`config.mk`:
```
export PLATFORM = sky130hd
export DESIGN_NAME = pwm_peripheral
export DESIGN_NICKNAME = d
export VERILOG_FILES = /design/src/rtl/pwm_peripheral_pkg.sv /design/src/rtl/pwm_timebase.sv /design/src/rtl/pwm_peripheral.sv
export SDC_FILE = /design/constraint.sdc
export NUM_CORES = 1
export LEC_CHECK = 0
export CAP_MARGIN = 0
export CORE_MARGIN = 4
export CORE_UTILIZATION = 45
export DETAILED_ROUTE_END_ITERATION = 10
export PLACE_DENSITY = 0.66
export SETUP_SLACK_MARGIN = 0.4
export SLEW_MARGIN = 20
export SYNTH_ARGS = -nofsm -noshare
export SYNTH_HDL_FRONTEND = slang
export SYNTH_SLANG_ARGS = --single-unit
```
`constraint.sdc`:
```
create_clock -name clk -period 4.8 [get_ports clk]
set_input_delay 0.96 -clock clk [delete_from_list [all_inputs] [get_ports clk]]
set_output_delay 0.96 -clock clk [all_outputs]
set_load 0.02 [all_outputs]
```
`src/rtl/pwm_peripheral_pkg.sv`:
```
// Shared definitions for the PWM peripheral: register map, PWM period
// constants and the register-file layout.
package pwm_peripheral_pkg;

   // Register addresses as seen on the write port from the SPI peripheral
   localparam logic [6:0] ADDR_EN_OUT_LO = 7'h00;
   localparam logic [6:0] ADDR_EN_OUT_HI = 7'h01;
   localparam logic [6:0] ADDR_EN_PWM_LO = 7'h02;
   localparam logic [6:0] ADDR_EN_PWM_HI = 7'h03;
   localparam logic [6:0] ADDR_DUTY      = 7'h04;
   localparam logic [6:0] MAX_ADDR       = 7'h04;

   // PWM counter runs 0..PWM_PERIOD-1, one step per prescaler tick
   localparam int         PWM_PERIOD  = 255;
   localparam logic [7:0] PWM_CNT_MAX = 8'(PWM_PERIOD - 1);
   // Duty of all-ones means "always high", not "high for 255 of 255 ticks minus one"
   localparam logic [7:0] DUTY_FULL   = 8'hFF;

   typedef struct packed {
      logic [15:0] en_out;
      logic [15:0] en_pwm;
      logic [7:0]  duty;
   } pwm_regs_t;

endpackage

```
`src/rtl/pwm_timebase.sv`:
```
// Shared PWM timebase: clock prescaler, 8-bit period counter, period-start
// pulse and the shadowed duty value that only changes on a period boundary,
// so a duty update never produces a truncated or stretched pulse.
module pwm_timebase
   import pwm_peripheral_pkg::*;
#(
   parameter int CLK_DIV = 13
) (
   input  logic       clk,
   input  logic       rst_n,
   input  logic [7:0] duty,
   output logic       pwm_sig,
   output logic       period_start
);

   localparam int PS_W = (CLK_DIV > 1) ? $clog2(CLK_DIV) : 1;

   logic [PS_W-1:0] prescaler;
   logic [7:0]      pwm_cnt;
   logic [7:0]      duty_active;
   logic            tick;
   logic            wrap;

   assign tick = (prescaler == PS_W'(CLK_DIV - 1));
   assign wrap = tick && (pwm_cnt == PWM_CNT_MAX);

   // Prescaler: divides clk down to the PWM tick rate
   always_ff @(posedge clk or negedge rst_n) begin
      if (!rst_n) begin
         prescaler <= '0;
      end else if (tick) begin
         prescaler <= '0;
      end else begin
         prescaler <= prescaler + 1'b1;
      end
   end

   // PWM counter: one step per tick, wraps after the last count of the period
   always_ff @(posedge clk or negedge rst_n) begin
      if (!rst_n) begin
         pwm_cnt <= '0;
      end else if (wrap) begin
         pwm_cnt <= '0;
      end else if (tick) begin
         pwm_cnt <= pwm_cnt + 8'd1;
      end
   end

   // Period boundary: pulse period_start and latch the pending duty value;
   // a duty write landing on the wrap edge is seen here only next period
   always_ff @(posedge clk or negedge rst_n) begin
      if (!rst_n) begin
         period_start <= 1'b0;
         duty_active  <= '0;
      end else begin
         period_start <= wrap;
         if (wrap) begin
            duty_active <= duty;
         end
      end
   end

   assign pwm_sig = (duty_active == DUTY_FULL) || (pwm_cnt < duty_active);

endmodule

```
`src/rtl/pwm_peripheral.sv`:
```
// PWM peripheral top: register file fed by validated SPI writes, plus the
// per-channel output mux selecting static low, static high or the shared
// PWM waveform. Enable changes act immediately; only duty is shadowed.
module pwm_peripheral
   import pwm_peripheral_pkg::*;
#(
   parameter int CLK_DIV = 13
) (
   input  logic        clk,
   input  logic        rst_n,
   input  logic        wr_en,
   input  logic [6:0]  wr_addr,
   input  logic [7:0]  wr_data,
   output logic [15:0] out,
   output logic        period_start
);

   pwm_regs_t regs;
   logic      pwm_sig;

   // Register file: out-of-range addresses leave every register untouched
   always_ff @(posedge clk or negedge rst_n) begin
      if (!rst_n) begin
         regs <= '0;
      end else if (wr_en && (wr_addr <= MAX_ADDR)) begin
         case (wr_addr)
            ADDR_EN_OUT_LO: regs.en_out[7:0]  <= wr_data;
            ADDR_EN_OUT_HI: regs.en_out[15:8] <= wr_data;
            ADDR_EN_PWM_LO: regs.en_pwm[7:0]  <= wr_data;
            ADDR_EN_PWM_HI: regs.en_pwm[15:8] <= wr_data;
            ADDR_DUTY:      regs.duty         <= wr_data;
            default:        ;
         endcase
      end
   end

   pwm_timebase #(
      .CLK_DIV (CLK_DIV)
   ) u_timebase (
      .clk          (clk),
      .rst_n        (rst_n),
      .duty         (regs.duty),
      .pwm_sig      (pwm_sig),
      .period_start (period_start)
   );

   // Output mux: disabled -> 0, enabled static -> 1, enabled PWM -> shared waveform
   always_ff @(posedge clk or negedge rst_n) begin
      if (!rst_n) begin
         out <= '0;
      end else begin
         out <= regs.en_out & (~regs.en_pwm | {16{pwm_sig}});
      end
   end

endmodule
```
; ---- After elaboration in Yosys (flattened, before gate mapping)
; Cells that the tools add are included.
[totals]
reg_bits = 77
inputBits = 18
output_inout_bits = 17
wordCells = 37
[classes]
n_addsub = 2
magnitude_cmp = 2
n_eq_ne = 7
n_mux = 3
bitwise = 3
reduce_logical = 10
[ops]
columns = operator, count
row1 = $and A16 B16 Y16, 1
row2 = $eq A8 B8 Y1 const B, 2
row3 = $mux W8, 2
row4 = $not A16 Y16, 1
row5 = $or A16 B16 Y16, 1
row6 = $eq A7 B2 Y1 const B, 2
row7 = $reduce_and A2 Y1, 5
row8 = $add A8 B1 Y8 const B, 1
row9 = $lt A8 B8 Y1, 1
row10 = $eq A7 B1 Y1 const B, 1
row11 = $eq A7 B3 Y1 const B, 1
row12 = $le A7 B3 Y1 const B, 1
row13 = $logic_not A7 Y1, 1
row14 = $add A4 B1 Y4 const B, 1
row15 = $eq A4 B4 Y1 const B, 1
row16 = $mux W4, 1
row17 = $logic_and A1 B1 Y1, 2
row18 = $reduce_bool A2 Y1, 1
row19 = $logic_or A1 B1 Y1, 1

; ---- Logic depth before layout (Yosys ltp)
; Gate-level depths: netlist (run 1).
[depth]
ltp_word = 4
mapped_depth = 8
depth_no_buf = 6

; ---- Cells and area by module
; Synthesis (run 1) repeated with hierarchy kept, for this count alone.
[hier_totals]
hier_cells = 237
area_unflattened_um2 = 3215.6
[modules_own_cells]
columns = mod, instances, cells_per_inst, area_per_inst_um2
row1 = pwm_peripheral, 1, 123, 2087.0
row2 = pwm_timebase, 1, 114, 1128.6

; ---- Worst setup path before layout (run 1)
; OpenSTA, ideal clock, no wires.
[synth_path]
path_kind = input port to flip-flop
from = in wr_addr[3]
to = reg regs[10] (netlist bit)
setup_time_ns = 0.125
t_arrival_ns = 2.340
t_required_ns = 4.675
slack_ns = 2.335
path_stages = 5
cell_sequence = or4b_4 nor3_4 and3b_1 buf_6 mux2_2
[synth_between]
elab_chain_cells = 3
[synth_rtl]
columns = element, line
row1 = "start, declared", pwm_peripheral.sv:12  ; input logic [6:0] wr_addr,
row2 = $le A7 B3 Y1, pwm_peripheral.sv:25  ; end else if (wr_en && (wr_addr <= MAX_ADDR)) begin
row3 = $logic_and A1 B1 Y1, pwm_peripheral.sv:25
row4 = $reduce_and A2 Y1 (no source line) *, -
row5 = "end, declared", pwm_peripheral.sv:18  ; pwm_regs_t regs;
; Mark *: on every way between the ends. The rest lies on a longest branch, timed or not.
; A chain may end at the register's enable or synchronous reset.

; ---- Final worst setup path (run 1)
[layout_path]
from = in wr_addr[3]
to = reg regs[11] (netlist bit)
; The elaborated chain is that of the path after synthesis.

==> results of run 1 <==
-- flip-flops by register name, indices dropped and copies added, names as in the netlist --
register and flops:
out 16, regs 40, u_timebase.duty_active 8, u_timebase.period_start 1, u_timebase.prescaler 4, u_timebase.pwm_cnt 8
-- cells by family (layout without fill, tap and decap cells) --
kind of cell,Yosys count,count (layout),synth area share [%]
AO/OA/AOI/OAI,38,38,8.09
XOR/XNOR,5,5,1.37
adder cells (fa/ha/maj),11,11,4.32
buffers and inverters,17,62,2.51
flip-flops,77,77,60.4
multiplexers,41,41,14.5
AND/OR/NAND/NOR,45,45,8.79
-- cell type report --
cell class / instances / area share, %
flip-flops and latches: 77 / 50.8
clock inverters: 6 / 1.25
well taps: 96 / 3.17
inverters: 11 / 1.09
repair buffers: 35 / 9.11
clock buffers: 10 / 3.37
multi-input cells: 140 / 31.2
-- path summary, 6_finish.rpt --
| kind | from | end | slack (ns) | depth (start not counted) |
|---|---|---|---|---|
| min in group asynchronous | rst_n | out[13] | 0.75 | 1 |
| max | wr_addr[3] | regs[11] | 2.10 | 5 |
| max reg2reg | u_timebase.prescaler[0] | u_timebase.duty_active[0] | 2.55 | 5 |
| max in group asynchronous | rst_n | u_timebase.prescaler[3] | 3.45 | 1 |
| min | regs[9] | out[1] | 0.45 | 1 |
| min reg2reg | regs[9] | out[1] | 0.45 | 1 |
-- cell usage after synthesis (2+ instances only) --
library cell,count
dfrtp_1,77
mux2_2,41
a21boi_0,16
o21ai_0,12
ha_1,11
inv_1,11
nand2_1,10
nor2_1,9
and4_1,5
nand4_1,5
xor2_1,4
clkbuf_1,3
a21oi_1,2
and2_1,2
and3_1,2
buf_6,2
nand3_1,2
nor3_4,2
-- per-layer routing --
metal | global-route usage, % | up-vias
li1 | - | 909
met2 | 22.1 | 32
met3 | 4.02 | 10
met5 | 0 | -
met4 | 6.81 | 0
met1 | 20.1 | 954
-- critical path, delay by kind of cell --
family | cells | cell delay, ns
mux | 1 | 0.38
simple gates | 3 | 1.19
buf+inv | 1 | 0.40
-- power by group --
part	total, mW	switching, mW	internal, mW
registers	0.702	0.0157	0.686
logic	0.103	0.0470	0.0559
clock network	0.439	0.247	0.192
total	1.24	0.309	0.934
-- per-stage QoR --
| step | hold WS, ns | utilization [%] | instances | instance area, um^2 |
|---|---|---|---|---|
| 6_report | 0.453 | 55.5 | 375 | 3790 |
| 5_1_grt | 0.478 | 55.5 | 375 | 3790 |
| 4_1_cts | 0.449 | 55.5 | 375 | 3790 |
| 3_5_place_dp | 0.441 | 52.9 | 359 | 3610 |
| 3_3_place_gp | 0.440 | 52.9 | 359 | 3610 |
| 2_1_floorplan | 0.425 | - | 234 | 3190 |
==> out/qor.csv, run 1 <==
metric,value,unit
max_stage_delay,0.57,ns
powerDensity,328,nW/um^2
cp.arrival,2.93,ns
fmax,0.371,GHz
syn_nets,263,
ys_seq_area_share,60.4,%
layout_commonest_cell,dfrtp_1,
dr.pass1.iters,4,
peakVddDrop,0.153,mV
num_antenna_cells,0,
worst_pin_slew,0.939,ns
synth.cell_area,3190,um^2
worstSetupPathType,in2reg,
cts-htree-levels,3,
multi_input_area,1180,um^2
p_leak,1.78,nW
drtAntennaViolNets,0,
layout_setup_ws,2.10,ns
initial_core_util,46.7,%
place_ws,1.72,ns
dr_wl_met2,2470,um
critical_path_required,5.04,ns
yosys.area.top_type,dfrtp_1,
grt_pass1_vias,2055,
slew_violations,0,
power,1.24,mW
min_period_over_period,56.2,%
place_congestion,0.748,
ys_seq_elements,77,
yosysTopAreaCellShare,60.4,%
m1WireLength,2690,um
gr-usage-all-layers,14.8,%
post_cts_buffers,0,
cts_root_buf,clkbuf_8,
clockBufferDepth,2,
regArea,1930,um^2
antenna_found_initial,0,
wl_per_cell,14.5,um
critical_path_peak_fanout,8,
final.setup.tns,0,ns
core,6830,um^2
layout_common_cells,"dfrtp_1 (77), mux2_2 (41), clkdlybuf4s50_1 (33)",
ys_types,36,
grt_overflow,0,
drive_above_1_share,22.6,%
routed_wl,5440,um
first_iter_violations,69,
cpMaxStageDelayCell,or4b_4,
ctsHoldBuffers,0,
fin_crit,2.70,ns
clock_skew,0.00535,ns
top_layer,met4,
area_growth,18.9,%
cts_resized,0,
nFillCells,600,
rsz0062_at_grt,false,
dr_wl_met3,186,um
io_buffer_count,34,
yosys_warnings,0,
cts_sinks,77,
cts_tree,done,
die_w,92.2,um
clk_pin_slew,0.08,ns
syn_avg_cell_area,13.6,um^2
setup_viol,0,
synthArstFlopShare,100,%
rows,30,
io_pins,35,
clock_latency,0.35,ns
route.detailed.drc,0,
dp_hpwl,3710,um
hold_class,reg2reg,
nets,303,
cp-end-kind,register,
synthTopCellsByArea,"dfrtp_1 (60%), mux2_2 (14%), ha_1 (4.3%), a21boi_0 (3.8%), o21ai_0 (1.9%)",
cts_inserted_buffers,9,
avgViaCountPerCell,5.08,
maxSlewHeadroom,37.4,%
syn_inst,234,
die_h,92.2,um
outcome,"complete, no violations",
hold_violations,0,
worstSetupStartpointType,primary input,
grt_pass1_wl,9780,um
die_area,8500,um^2
synth_ff_type,dfrtp_1,
worstPathCellList,"clkdlybuf4s50_1, or4b_4, nor3_4, and3b_1, mux2_2",
synth_edf_count,0,
max_cap_viol_count,0,
grt_max_degree,78,
vias,1905,
(Power assumes the default switching activity.)
==> inputs of run 2 (changes only) <==
clock period = 2.69 ns   (was 4.8 ns; I/O delays follow)
==> out/qor.csv, run 2 (synthesized netlist as in run 1, its figures left out) <==
metric,value,unit,change
wl_per_cell,14.5,um,about the same
nFillCells,602,,was 600
first_iter_violations,67,,was 69
outcome,"complete, no violations",,unchanged
clock_skew,0.00729,ns,was 0.00535 ns
core,6830,um^2,unchanged
post_cts_buffers,0,,unchanged
routed_wl,5450,um,was 5440 um
layout_common_cells,"dfrtp_1 (77), mux2_2 (41), clkdlybuf4s50_1 (33)",,unchanged
peakVddDrop,0.359,mV,was 0.153 mV
fmax,0.458,GHz,
clockBufferDepth,2,,unchanged
clock_latency,0.35,ns,about the same
place_ws,0.0169,ns,was 1.72 ns
grt_pass1_vias,1892,,was 2055
cts-htree-levels,3,,unchanged
holdWs,0.333,ns,was 0.453 ns
vias,1900,,was 1905
die_area,8500,um^2,unchanged
clk_pin_slew,0.08,ns,about the same
p_leak,1.79,nW,was 1.78 nW
io_pins,35,,unchanged
initial_core_util,46.7,%,unchanged
maxSlewHeadroom,37.4,%,about the same
powerDensity,579,nW/um^2,was 328 nW/um^2
power,2.21,mW,was 1.24 mW
hold_violations,0,,unchanged
io_buffer_count,34,,unchanged
max_cap_viol_count,0,,unchanged
cts_sinks,77,,unchanged
rows,30,,unchanged
gr-usage-all-layers,14.4,%,was 14.8%
min_period_over_period,81.2,%,
cp.arrival,2.41,ns,was 2.93 ns
grt_pass1_wl,9420,um,was 9780 um
slew_violations,0,,unchanged
drtAntennaViolNets,0,,unchanged
critical_path_peak_fanout,8,,unchanged
nets,305,,was 303
antenna_found_initial,0,,unchanged
stdcell_count,377,,was 375
grt_overflow,0,,unchanged
dp_cells,361,,was 359
dr.pass1.iters,4,,unchanged
area_growth,19.7,%,was 18.9%
final_area,3820,um^2,was 3790 um^2
avgViaCountPerCell,5.04,,was 5.08
layout_setup_ws,0.505,ns,was 2.10 ns
dp_hpwl,3730,um,was 3710 um
worstSetupStartpointType,primary input,,unchanged
regMostFlops,regs,,unchanged
cp-end-kind,register,,unchanged
largest_reg_flops,40,,unchanged
setup_viol,0,,unchanged
critical_path_required,2.92,ns,was 5.04 ns
num_antenna_cells,0,,unchanged
dpl-instance-area,3640,um^2,was 3610 um^2
rsz0062_at_grt,false,,unchanged
hold_class,in2async,,was reg2reg
die_h,92.2,um,unchanged
drive_above_1_share,23.8,%,was 22.6%
ctsHoldBuffers,0,,unchanged
layout_commonest_cell,dfrtp_1,,unchanged
reg_top3,"regs: 40 flops, out: 16 flops",,unchanged
cts_inserted_buffers,9,,unchanged
cts_resized,1,,was 0
final.setup.tns,0,ns,unchanged
die_w,92.2,um,unchanged
grt_max_degree,78,,unchanged
fin_crit,2.18,ns,
worstSetupPathType,in2reg,,unchanged
worst_pin_slew,0.939,ns,about the same
route.detailed.drc,0,,unchanged
place_congestion,0.734,,was 0.748
regArea,1930,um^2,unchanged
cts_root_buf,clkbuf_8,,unchanged
multi_input_area,1180,um^2,about the same
fin_util,55.9,%,was 55.5%
cts_tree,done,,unchanged
[run 2: cell types whose count changed in the layout (fill, tap and decap cells not counted)]
cell / before / now
clkbuf_1: 1 / 0
buf_12: 0 / 1
clkinv_4: 2 / 1
and3_1: 2 / 1
and3_2: 0 / 1
clkinv_2: 1 / 3
buf_4: 2 / 3
[run 2: metal layers]
metal  share of wire, %  routed length, um  track usage [%]
met5                  0                  0                0
met4                1.3                 70             5.20
met3                3.5                192             4.35
met2                 46               2500             21.3
met1                 49               2690             20.0
[run 2: critical path, stage by stage]
cell and delay [ns]:
clkdlybuf4s50_1 0.40, or4b_4 0.57, nor3_4 0.20, and3_2 0.34, mux2_2 0.36
[run 2: layout make-up]
cell class,count,share of cell area (%)
repair buffers,37,9.77
clock inverters,7,1.28
clock buffers,9,3.25
well taps,96,3.15
inverters,11,1.08
flip-flops and latches,77,50.5
multi-input cells,140,31.0
[run 2: power by group]
group          switching [mW]  internal, mW  total (mW)
logic                  0.0846         0.100       0.185
clock network           0.434         0.338       0.772
registers              0.0275          1.22        1.25
total                   0.547          1.66        2.21
[run 2: worst paths after layout]
check                                   startpoint                         to  slack, ns  cells after the start
setup / recovery                        wr_addr[3]                   regs[16]       0.51                      5
hold / removal                               rst_n                    out[13]       0.33                      1
setup reg to reg           u_timebase.prescaler[0]  u_timebase.duty_active[0]       0.63                      5
max in group asynchronous                    rst_n    u_timebase.prescaler[1]       1.76                      1
hold reg to reg                           regs[19]                    out[11]       0.45                      1
min in group clk                          regs[19]                    out[11]       0.45                      1
